**src/rtl/irrigation_controller_pkg.sv**
```systemverilog
// rtl/irrigation_controller_pkg.sv - shared state and moisture encodings for the irrigation controller
package irrigation_controller_pkg;

  typedef enum logic [2:0] {
    ST_IDLE,
    ST_FILL,
    ST_SPRINKLE,
    ST_DRIP,
    ST_DONE
  } state_t;

  localparam logic [1:0] MOIST_DRY      = 2'b00;
  localparam logic [1:0] MOIST_MODERATE = 2'b01;
  localparam logic [1:0] MOIST_WET      = 2'b10;

  // Any code with the upper bit set reads as wet.
  function automatic logic is_wet(input logic [1:0] m);
    return m[1];
  endfunction

endpackage

```
**src/rtl/irrigation_controller_tick_sync.sv**
```systemverilog
// rtl/irrigation_controller_tick_sync.sv - 2-FF synchroniser plus rising-edge detect giving a one-cycle tick
module irrigation_controller_tick_sync (
  input  logic clk_i,
  input  logic rst_ni,
  input  logic async_i,
  output logic tick_o
);

  logic s1_q, s2_q, s3_q;

  // Registers come out of reset high so a level already high at release is not an edge.
  always_ff @(posedge clk_i or negedge rst_ni) begin
    if (!rst_ni) begin
      s1_q <= 1'b1;
      s2_q <= 1'b1;
      s3_q <= 1'b1;
    end else begin
      s1_q <= async_i;
      s2_q <= s1_q;
      s3_q <= s2_q;
    end
  end

  assign tick_o = s2_q & ~s3_q;

endmodule

```
**src/rtl/irrigation_controller.sv**
```systemverilog
// rtl/irrigation_controller.sv - fill/sprinkle/drip sequencer with tank level and irrigation timer
module irrigation_controller
  import irrigation_controller_pkg::*;
#(
  parameter int TANK_W      = 4,
  parameter int TANK_MAX    = 15,
  parameter int SPR_COST    = 2,
  parameter int IRR_SECONDS = 30,
  parameter int SEC_W       = 6
) (
  input  logic              clk_28hz,
  input  logic              rst_n,
  input  logic              clk_1hz,
  input  logic              fill_clk,
  input  logic              sprinkler_clk,
  input  logic              drip_clk,
  input  logic              start,
  input  logic              abort,
  input  logic [1:0]        moisture,
  output logic              valve_fill,
  output logic              valve_spr,
  output logic              valve_drip,
  output logic [TANK_W-1:0] tank_level,
  output logic              busy,
  output logic              done
);

  localparam logic [TANK_W-1:0] TANK_FULL = TANK_W'(TANK_MAX);
  localparam logic [TANK_W-1:0] SPR_DEC   = TANK_W'(SPR_COST);
  localparam logic [SEC_W-1:0]  SEC_END   = SEC_W'(IRR_SECONDS);

  logic sec_tick, fill_tick, spr_tick, drip_tick;

  irrigation_controller_tick_sync u_sync_1hz  (.clk_i(clk_28hz), .rst_ni(rst_n), .async_i(clk_1hz),       .tick_o(sec_tick));
  irrigation_controller_tick_sync u_sync_fill (.clk_i(clk_28hz), .rst_ni(rst_n), .async_i(fill_clk),      .tick_o(fill_tick));
  irrigation_controller_tick_sync u_sync_spr  (.clk_i(clk_28hz), .rst_ni(rst_n), .async_i(sprinkler_clk), .tick_o(spr_tick));
  irrigation_controller_tick_sync u_sync_drip (.clk_i(clk_28hz), .rst_ni(rst_n), .async_i(drip_clk),      .tick_o(drip_tick));

  state_t              state_q, state_d;
  state_t              mode_q, mode_d;
  logic [TANK_W-1:0]   tank_q, tank_d;
  logic [SEC_W-1:0]    sec_q, sec_d;

  always_ff @(posedge clk_28hz or negedge rst_n) begin
    if (!rst_n) begin
      state_q <= ST_IDLE;
      mode_q  <= ST_SPRINKLE;
      tank_q  <= '0;
      sec_q   <= '0;
    end else begin
      state_q <= state_d;
      mode_q  <= mode_d;
      tank_q  <= tank_d;
      sec_q   <= sec_d;
    end
  end

  always_comb begin
    state_d = state_q;
    mode_d  = mode_q;
    tank_d  = tank_q;
    sec_d   = sec_q;
    if (abort) begin
      state_d = ST_IDLE;
    end else begin
      case (state_q)
        ST_IDLE: begin
          if (start) begin
            if (is_wet(moisture)) begin
              state_d = ST_DONE;
            end else begin
              sec_d   = '0;
              mode_d  = (moisture == MOIST_DRY) ? ST_SPRINKLE : ST_DRIP;
              state_d = (tank_q < TANK_FULL) ? ST_FILL : mode_d;
            end
          end
        end
        ST_FILL: begin
          if (fill_tick && (tank_q < TANK_FULL)) tank_d = tank_q + 1'b1;
          if (tank_d == TANK_FULL) state_d = mode_q;
        end
        ST_SPRINKLE, ST_DRIP: begin
          if ((state_q == ST_SPRINKLE) && spr_tick)
            tank_d = (tank_q >= SPR_DEC) ? tank_q - SPR_DEC : '0;
          if ((state_q == ST_DRIP) && drip_tick)
            tank_d = (tank_q != '0) ? tank_q - 1'b1 : '0;
          if (sec_tick) sec_d = sec_q + 1'b1;
          // Exit tests look at this cycle's updated tank and seconds.
          if (is_wet(moisture))      state_d = ST_DONE;
          else if (sec_d == SEC_END) state_d = ST_DONE;
          else if (tank_d == '0)     state_d = ST_FILL;
        end
        ST_DONE: state_d = ST_IDLE;
        default: state_d = ST_IDLE;
      endcase
    end
  end

  assign valve_fill = (state_q == ST_FILL);
  assign valve_spr  = (state_q == ST_SPRINKLE);
  assign valve_drip = (state_q == ST_DRIP);
  assign tank_level = tank_q;
  assign busy       = (state_q != ST_IDLE);
  assign done       = (state_q == ST_DONE);

endmodule
```
**config.mk**
```make
export PLATFORM = sky130hd
export DESIGN_NAME = irrigation_controller
export DESIGN_NICKNAME = d
export VERILOG_FILES = /design/src/rtl/irrigation_controller_pkg.sv /design/src/rtl/irrigation_controller_tick_sync.sv /design/src/rtl/irrigation_controller.sv
export SDC_FILE = /design/constraint.sdc
export NUM_CORES = 1
export LEC_CHECK = 0
export CAP_MARGIN = 5
export CORE_MARGIN = 2
export CORE_UTILIZATION = 35
export CTS_BUF_LIST = sky130_fd_sc_hd__clkbuf_8
export DETAILED_ROUTE_END_ITERATION = 10
export GPL_ROUTABILITY_DRIVEN = 1
export PLACE_DENSITY = 0.57
export SLEW_MARGIN = 20
export SYNTH_ARGS = -nofsm -noshare
export SYNTH_HDL_FRONTEND = slang
export SYNTH_SLANG_ARGS = --single-unit
```
**constraint.sdc**
```tcl
create_clock -name clk_28hz -period 3.1 [get_ports clk_28hz]
set_clock_uncertainty 0.15 [all_clocks]
set_input_delay 0.31 -clock clk_28hz [delete_from_list [all_inputs] [get_ports clk_28hz]]
set_output_delay 0.31 -clock clk_28hz [all_outputs]
set_load 0.02 [all_outputs]
```
# [Word-level counts from Yosys, hierarchy flattened]
# Index checks and enable logic that the tools add are counted.
[classes] n_addsub=4 order_cmp=2 n_eq_ne=11 mux=26 bitwise_logic=10 reduce_logical=15
[op_table] cell="$mux 4" n=9
[op_table] cell="$mux 6" n=5
[op_table] cell="$mux 3" n=7
[op_table] cell="$pmux 6 s2" n=1
[op_table] cell="$pmux 3 s3" n=1
[op_table] cell="$pmux 4 s2" n=1
[op_table] cell="$reduce_and 4->1" n=2
[op_table] cell="$add 6x1->6 const B" n=1
[op_table] cell="$eq 3x2->1 const B" n=2
[op_table] cell="$eq 6x5->1 const B" n=1
[op_table] cell="$not 1->1" n=6
[op_table] cell="$ne 5x5->1 const B" n=1
[op_table] cell="$add 4x1->4 const B" n=1
[op_table] cell="$and 1x1->1" n=4
[op_table] cell="$eq 4x4->1 const B" n=1
[op_table] cell="$ge 4x2->1 const B" n=1
[op_table] cell="$logic_not 4->1" n=1
[op_table] cell="$lt 4x4->1 const B" n=1
[op_table] cell="$ne 2x2->1 const B" n=2
[op_table] cell="$reduce_bool 2->1" n=2
[op_table] cell="$reduce_bool 4->1" n=1
[op_table] cell="$sub 4x1->4 const B" n=1
[op_table] cell="$sub 4x2->4 const B" n=1
[op_table] cell="$eq 3x1->1 const B" n=1
[op_table] cell="12 further kinds" n=14
[word_totals] register_bits=28 out_inout_bits=9

# [Depth between registers and ports, before layout]
[depth] word_depth=13 ltp_mapped=10 mapped_depth_nobuf=9

# [By module]
# A second synthesis with hierarchy kept.
[hier_totals] hier_cells=171 area_unflattened_um2=1645.3
[modules_own_cells] mod="irrigation_controller" instances=1 cells_each=155 area_per_inst_um2=1275.0 seq_area_each_um2=350.3
[modules_own_cells] mod="irrigation_controller_tick_sync" instances=4 cells_each=4 area_per_inst_um2=92.6 seq_area_each_um2=78.8

# [Worst setup path before layout]
# No wires, ideal clock.
[synth_timing] path_type="flip-flop to flip-flop" startpoint="register tank_q[0] (netlist: tank_level[0])" endpoint="register state_q[0]" t_arrival_ns=2.317 required_time_ns=2.828 setup_slack_ns=0.511 stages_incl_launch_ff=10 n_path_buf=0 period_less_slack_ns=2.589 cell_sequence="dfrtp_1 inv_1 ha_1 nor4_4 a31oi_1 or2b_2 o211ai_2 o311ai_2 a21bo_1 a32o_1"
[synth_between] elab_chain_cells=9 word_cells_on_any_way=26 cone_classes="add/sub (3); order compare (2); eq/ne (3); mux (14); reduce/logical (4)"
[synth_rtl] item="from (decl)" line="irrigation_controller.sv:41" rtl="logic [TANK_W-1:0] tank_q, tank_d;"
[synth_rtl] item="from (signal assigned)" line="irrigation_controller.sv:53" rtl="tank_q <= tank_d;"
[synth_rtl] item="$sub 4x2->4 / $ge 4x2->1 (equally long branches)" line="irrigation_controller.sv:84" rtl="tank_d = (tank_q >= SPR_DEC) ? tank_q - SPR_DEC : '0;"
[synth_rtl] item="$mux 4" line="irrigation_controller.sv:84"
[synth_rtl] item="$mux 4" line="irrigation_controller.sv:83" rtl="if ((state_q == ST_SPRINKLE) && spr_tick)"
[synth_rtl] item="$mux 4" line="irrigation_controller.sv:85" rtl="if ((state_q == ST_DRIP) && drip_tick)"
[synth_rtl] item="$mux 4" line="irrigation_controller.sv:66" rtl="case (state_q)"
[synth_rtl] item="$mux 4" line="irrigation_controller.sv:63" rtl="if (abort) begin"
[synth_rtl] item="$logic_not 4->1" line="irrigation_controller.sv:91" rtl="else if (tank_d == '0) state_d = ST_FILL;"
[synth_rtl] item="$ne 5x5->1 (no line)"
[synth_rtl] item="$reduce_and 3->1 (no line)"
[synth_rtl] item="to (signal assigned)" line="irrigation_controller.sv:51" rtl="state_q <= state_d;"
[synth_rtl] item="to (decl)" line="irrigation_controller.sv:39" rtl="state_t state_q, state_d;"
# Parallel ways exist; a longest one is shown, timed or not. The select of a mux whose other input is x is not followed.
# A chain may end at the register's enable or synchronous reset.

# [Final worst setup path]
# Ends and elaborated chain as after synthesis.

==> impl_metrics.env <==
export IMPL_layout_drive_gt1_share=0.1585
export IMPL_clkTransAtPathRegs_ns=0.10
export IMPL_seqPwrFrac=0.345
export IMPL_clk_root_buffer_cell="clkbuf_8"
export IMPL_total_power_uw=1456
export IMPL_via_per_inst=5.523
export IMPL_syn_nets=186
export IMPL_arrival_ns=2.74
export IMPL_firstDrtPassIters=4
export IMPL_start_util=0.3690
export IMPL_clockBufferDepth=2
export IMPL_p_per_area_nw_per_um2=769.8
export IMPL_fin_crit_sh=0.8778
export IMPL_gp_congestion=0.8087
export IMPL_clock_sinks=26
export IMPL_slew_violations=0
export IMPL_min_period_ns=2.721
export IMPL_ios=19
export IMPL_clock_latency_ns=0.27
export IMPL_ir_drop_uv=256.9
export IMPL_die_width_um=72.23
export IMPL_grt_max_degree=20
export IMPL_antenna_found_initial=0
export IMPL_core_area_um2=4414
export IMPL_cts_buffers_inserted=3
export IMPL_ys_seq_area_frac=0.4086
export IMPL_synth_avg_cell_area_um2=9.697
export IMPL_tightest_slew_ns=0.8998
export IMPL_grt_util_all_layers=0.1455
export IMPL_max_cap_violations=0
export IMPL_port_buffer_count=18
export IMPL_hold_path_class="flop to flop"
export IMPL_cts_repair_resized=0
export IMPL_synth_area_um2=1629
export IMPL_wl_per_cell_um=15.06
export IMPL_cts_htree_levels=1
export IMPL_first_global_vias=1260
export IMPL_worstSetupPathType="flop to flop"
export IMPL_num_vias=1298
export IMPL_dieArea_um2=5216
export IMPL_cts_tree="done"
export IMPL_ys_ff_latch=26
export IMPL_grt_overflow_total=0
export IMPL_whs_ns=0.2093
export IMPL_worst_setup_path_end_kind="flop"
export IMPL_required_ns=3.12
export IMPL_setup_tns_ns=0
export IMPL_worstPathMaxFanout=8
export IMPL_cts_setup_buffers=0
export IMPL_status="completed"
export IMPL_clkPwrFrac=0.194
export IMPL_switchingPower_uw=585.9
export IMPL_ant_nets=0
export IMPL_grt_pass1_wl_um=6009
export IMPL_report_final_hold_viol_count=0
export IMPL_nNetsFinal=202
export IMPL_worstSetupStartpointType="flop"
export IMPL_max_freq_mhz=367.5
export IMPL_rows=24
export IMPL_postCtsHoldBufs=0
export IMPL_slew_headroom=0.3982
export IMPL_combPwrFrac=0.461
export IMPL_area_delta_synth_final_pct=16.13
export IMPL_setup_viol=0
export IMPL_p_leak_uw=0.0007774
export IMPL_finish_utilization=0.4286
export IMPL_wirelength_um=3539
export IMPL_die_height_um=72.23
export IMPL_drc=0
export IMPL_rsz0062_at_grt="no"
export IMPL_synth_cell_types=48
export IMPL_diodes=0
export IMPL_drtIter0Drc=89
export IMPL_p_sw_frac=0.4023
export IMPL_place_hpwl_um=2580
export IMPL_postSynthCellCount=168
export IMPL_internal_power_uw=870.4
export IMPL_ys_warn_count=0
-- cell usage in the layout, fill, tap and decap left out, drive strengths merged, types with 4 or more instances in the layout --
| cell | instances |
|---|---|
| o21ai | 12 |
| mux2i | 5 |
| nor2 | 13 |
| nor3b | 5 |
| ha | 8 |
| o22ai | 4 |
| clkdlybuf4s50 | 18 |
| dfrtp | 14 |
| a21oi | 10 |
| inv | 5 |
| nand3 | 6 |
| nor3 | 5 |
| dfstp | 12 |
| nand2 | 19 |
-- sequential cells by signal (all words and copies together), names as in the netlist --
signal / count
mode_q: 1
sec_q: 6
state_q: 3
tank_level: 4
u_sync_1hz.s1_q: 1
u_sync_1hz.s2_q: 1
u_sync_1hz.s3_q: 1
u_sync_drip.s1_q: 1
u_sync_drip.s2_q: 1
u_sync_drip.s3_q: 1
u_sync_fill.s1_q: 1
u_sync_fill.s2_q: 1
u_sync_fill.s3_q: 1
u_sync_spr.s1_q: 1
u_sync_spr.s2_q: 1
u_sync_spr.s3_q: 1
-- synth_stat cells, drive strengths merged --
cell type  number  area share
a211oi          1      0.0046
a21bo           1      0.0061
a21o            1      0.0054
a21oi          10       0.031
a2bb2oi         1      0.0054
a31oi           3       0.012
a32o            2       0.012
and2            1      0.0038
and3b           1      0.0054
and4            1      0.0054
and4b           1      0.0061
buf             7       0.038
clkbuf          2      0.0046
dfrtp          14        0.22
dfstp          12        0.19
ha              8       0.061
inv             5       0.012
mux2            2       0.014
mux2i           5       0.031
nand2          19       0.045
nand2b          2      0.0077
nand3           6       0.018
nand3b          1      0.0046
nand4           1      0.0038
nand4b          2       0.011
nor2           13       0.030
nor2b           3       0.016
nor3            5       0.015
nor3b           5       0.030
nor4            2       0.017
nor4bb          1      0.0061
o211ai          1      0.0077
o21a            2      0.0092
o21ai          12       0.037
o21bai          1      0.0046
o22ai           4       0.015
o311ai          1       0.010
o31ai           3       0.014
o41ai           1      0.0054
or2b            2       0.011
xnor2           2       0.011
xor2            1      0.0054
-- through the flow --
stage / cell area [um2] / worst slack [ns] / cells
2_1_floorplan: 1629 / 0.5114 / 168
3_3_place_gp: 1821 / 0.4884 / 231
3_5_place_dp: 1821 / 0.4351 / 231
4_1_cts: 1892 / 0.4048 / 235
5_1_grt: 1892 / 0.1746 / 235
6_report: 1892 / 0.3789 / 235
-- worst max-delay path, stage by stage, from the launching register on --
cell and delay (ns):
dfrtp_1 0.45, inv_1 0.18, ha_1 0.27, nor4_4 0.36, nor4bb_1 0.11, a211oi_1 0.26, a21oi_1 0.11, o311ai_2 0.30
a21bo_1 0.24, a32o_1 0.19
-- routing by layer --
layer  global-route usage  part of all wire  up-vias
met5                    0                 0        -
met4              0.01258            0.0034        0
met3              0.03333             0.059        2
met2               0.2355              0.48       38
met1               0.2074              0.46      617
li1                     -                 -      641
-- power groups by stage --
stage,combinational (uW),clock [uW],sequential (uW)
5_1_grt,741,307,518
3_3_place_gp,667,0,504
3_5_place_dp,666,0,510
4_1_cts,669,292,504
6_report,671,282,503
2_1_floorplan,502,0,480
-- final cells by class --
| type | instances | area [um2] |
|---|---|---|
| repair buffers | 20 | 195.2 |
| clock buffers | 3 | 41.29 |
| inverters | 5 | 18.77 |
| multi-input cells | 128 | 875.8 |
| clock inverters | 1 | 30.03 |
| well taps | 52 | 65.06 |
| fillers | 422 | 2522 |
| flip-flops and latches | 26 | 665.6 |
-- final timing paths --
check,slack [ns],end,startpoint,cells past startpoint
setup / recovery,0.38,state_q[0],tank_level[0],9
hold / removal,0.21,u_sync_fill.s2_q,u_sync_fill.s1_q,0
setup reg to reg,0.38,state_q[0],tank_level[0],9
hold reg to reg,0.21,u_sync_fill.s2_q,u_sync_fill.s1_q,0
max in group asynchronous,1.68,u_sync_1hz.s3_q,rst_n,2
min in group asynchronous,0.39,state_q[0],rst_n,1
-- cell families (layout without fill, tap and decap cells) --
logic type,Yosys count,count (layout),synth area share
and+or+nand+nor,66,66,0.2366
AOI/OAI and AO/OA,44,44,0.1790
adders and majority gates,8,8,0.06145
buffers and inverters,14,29,0.05376
muxes,7,7,0.04455
DFF,26,26,0.4086
xor gates and xnor gates,3,3,0.01613
Note: power is estimated with default switching activity, not from simulation.
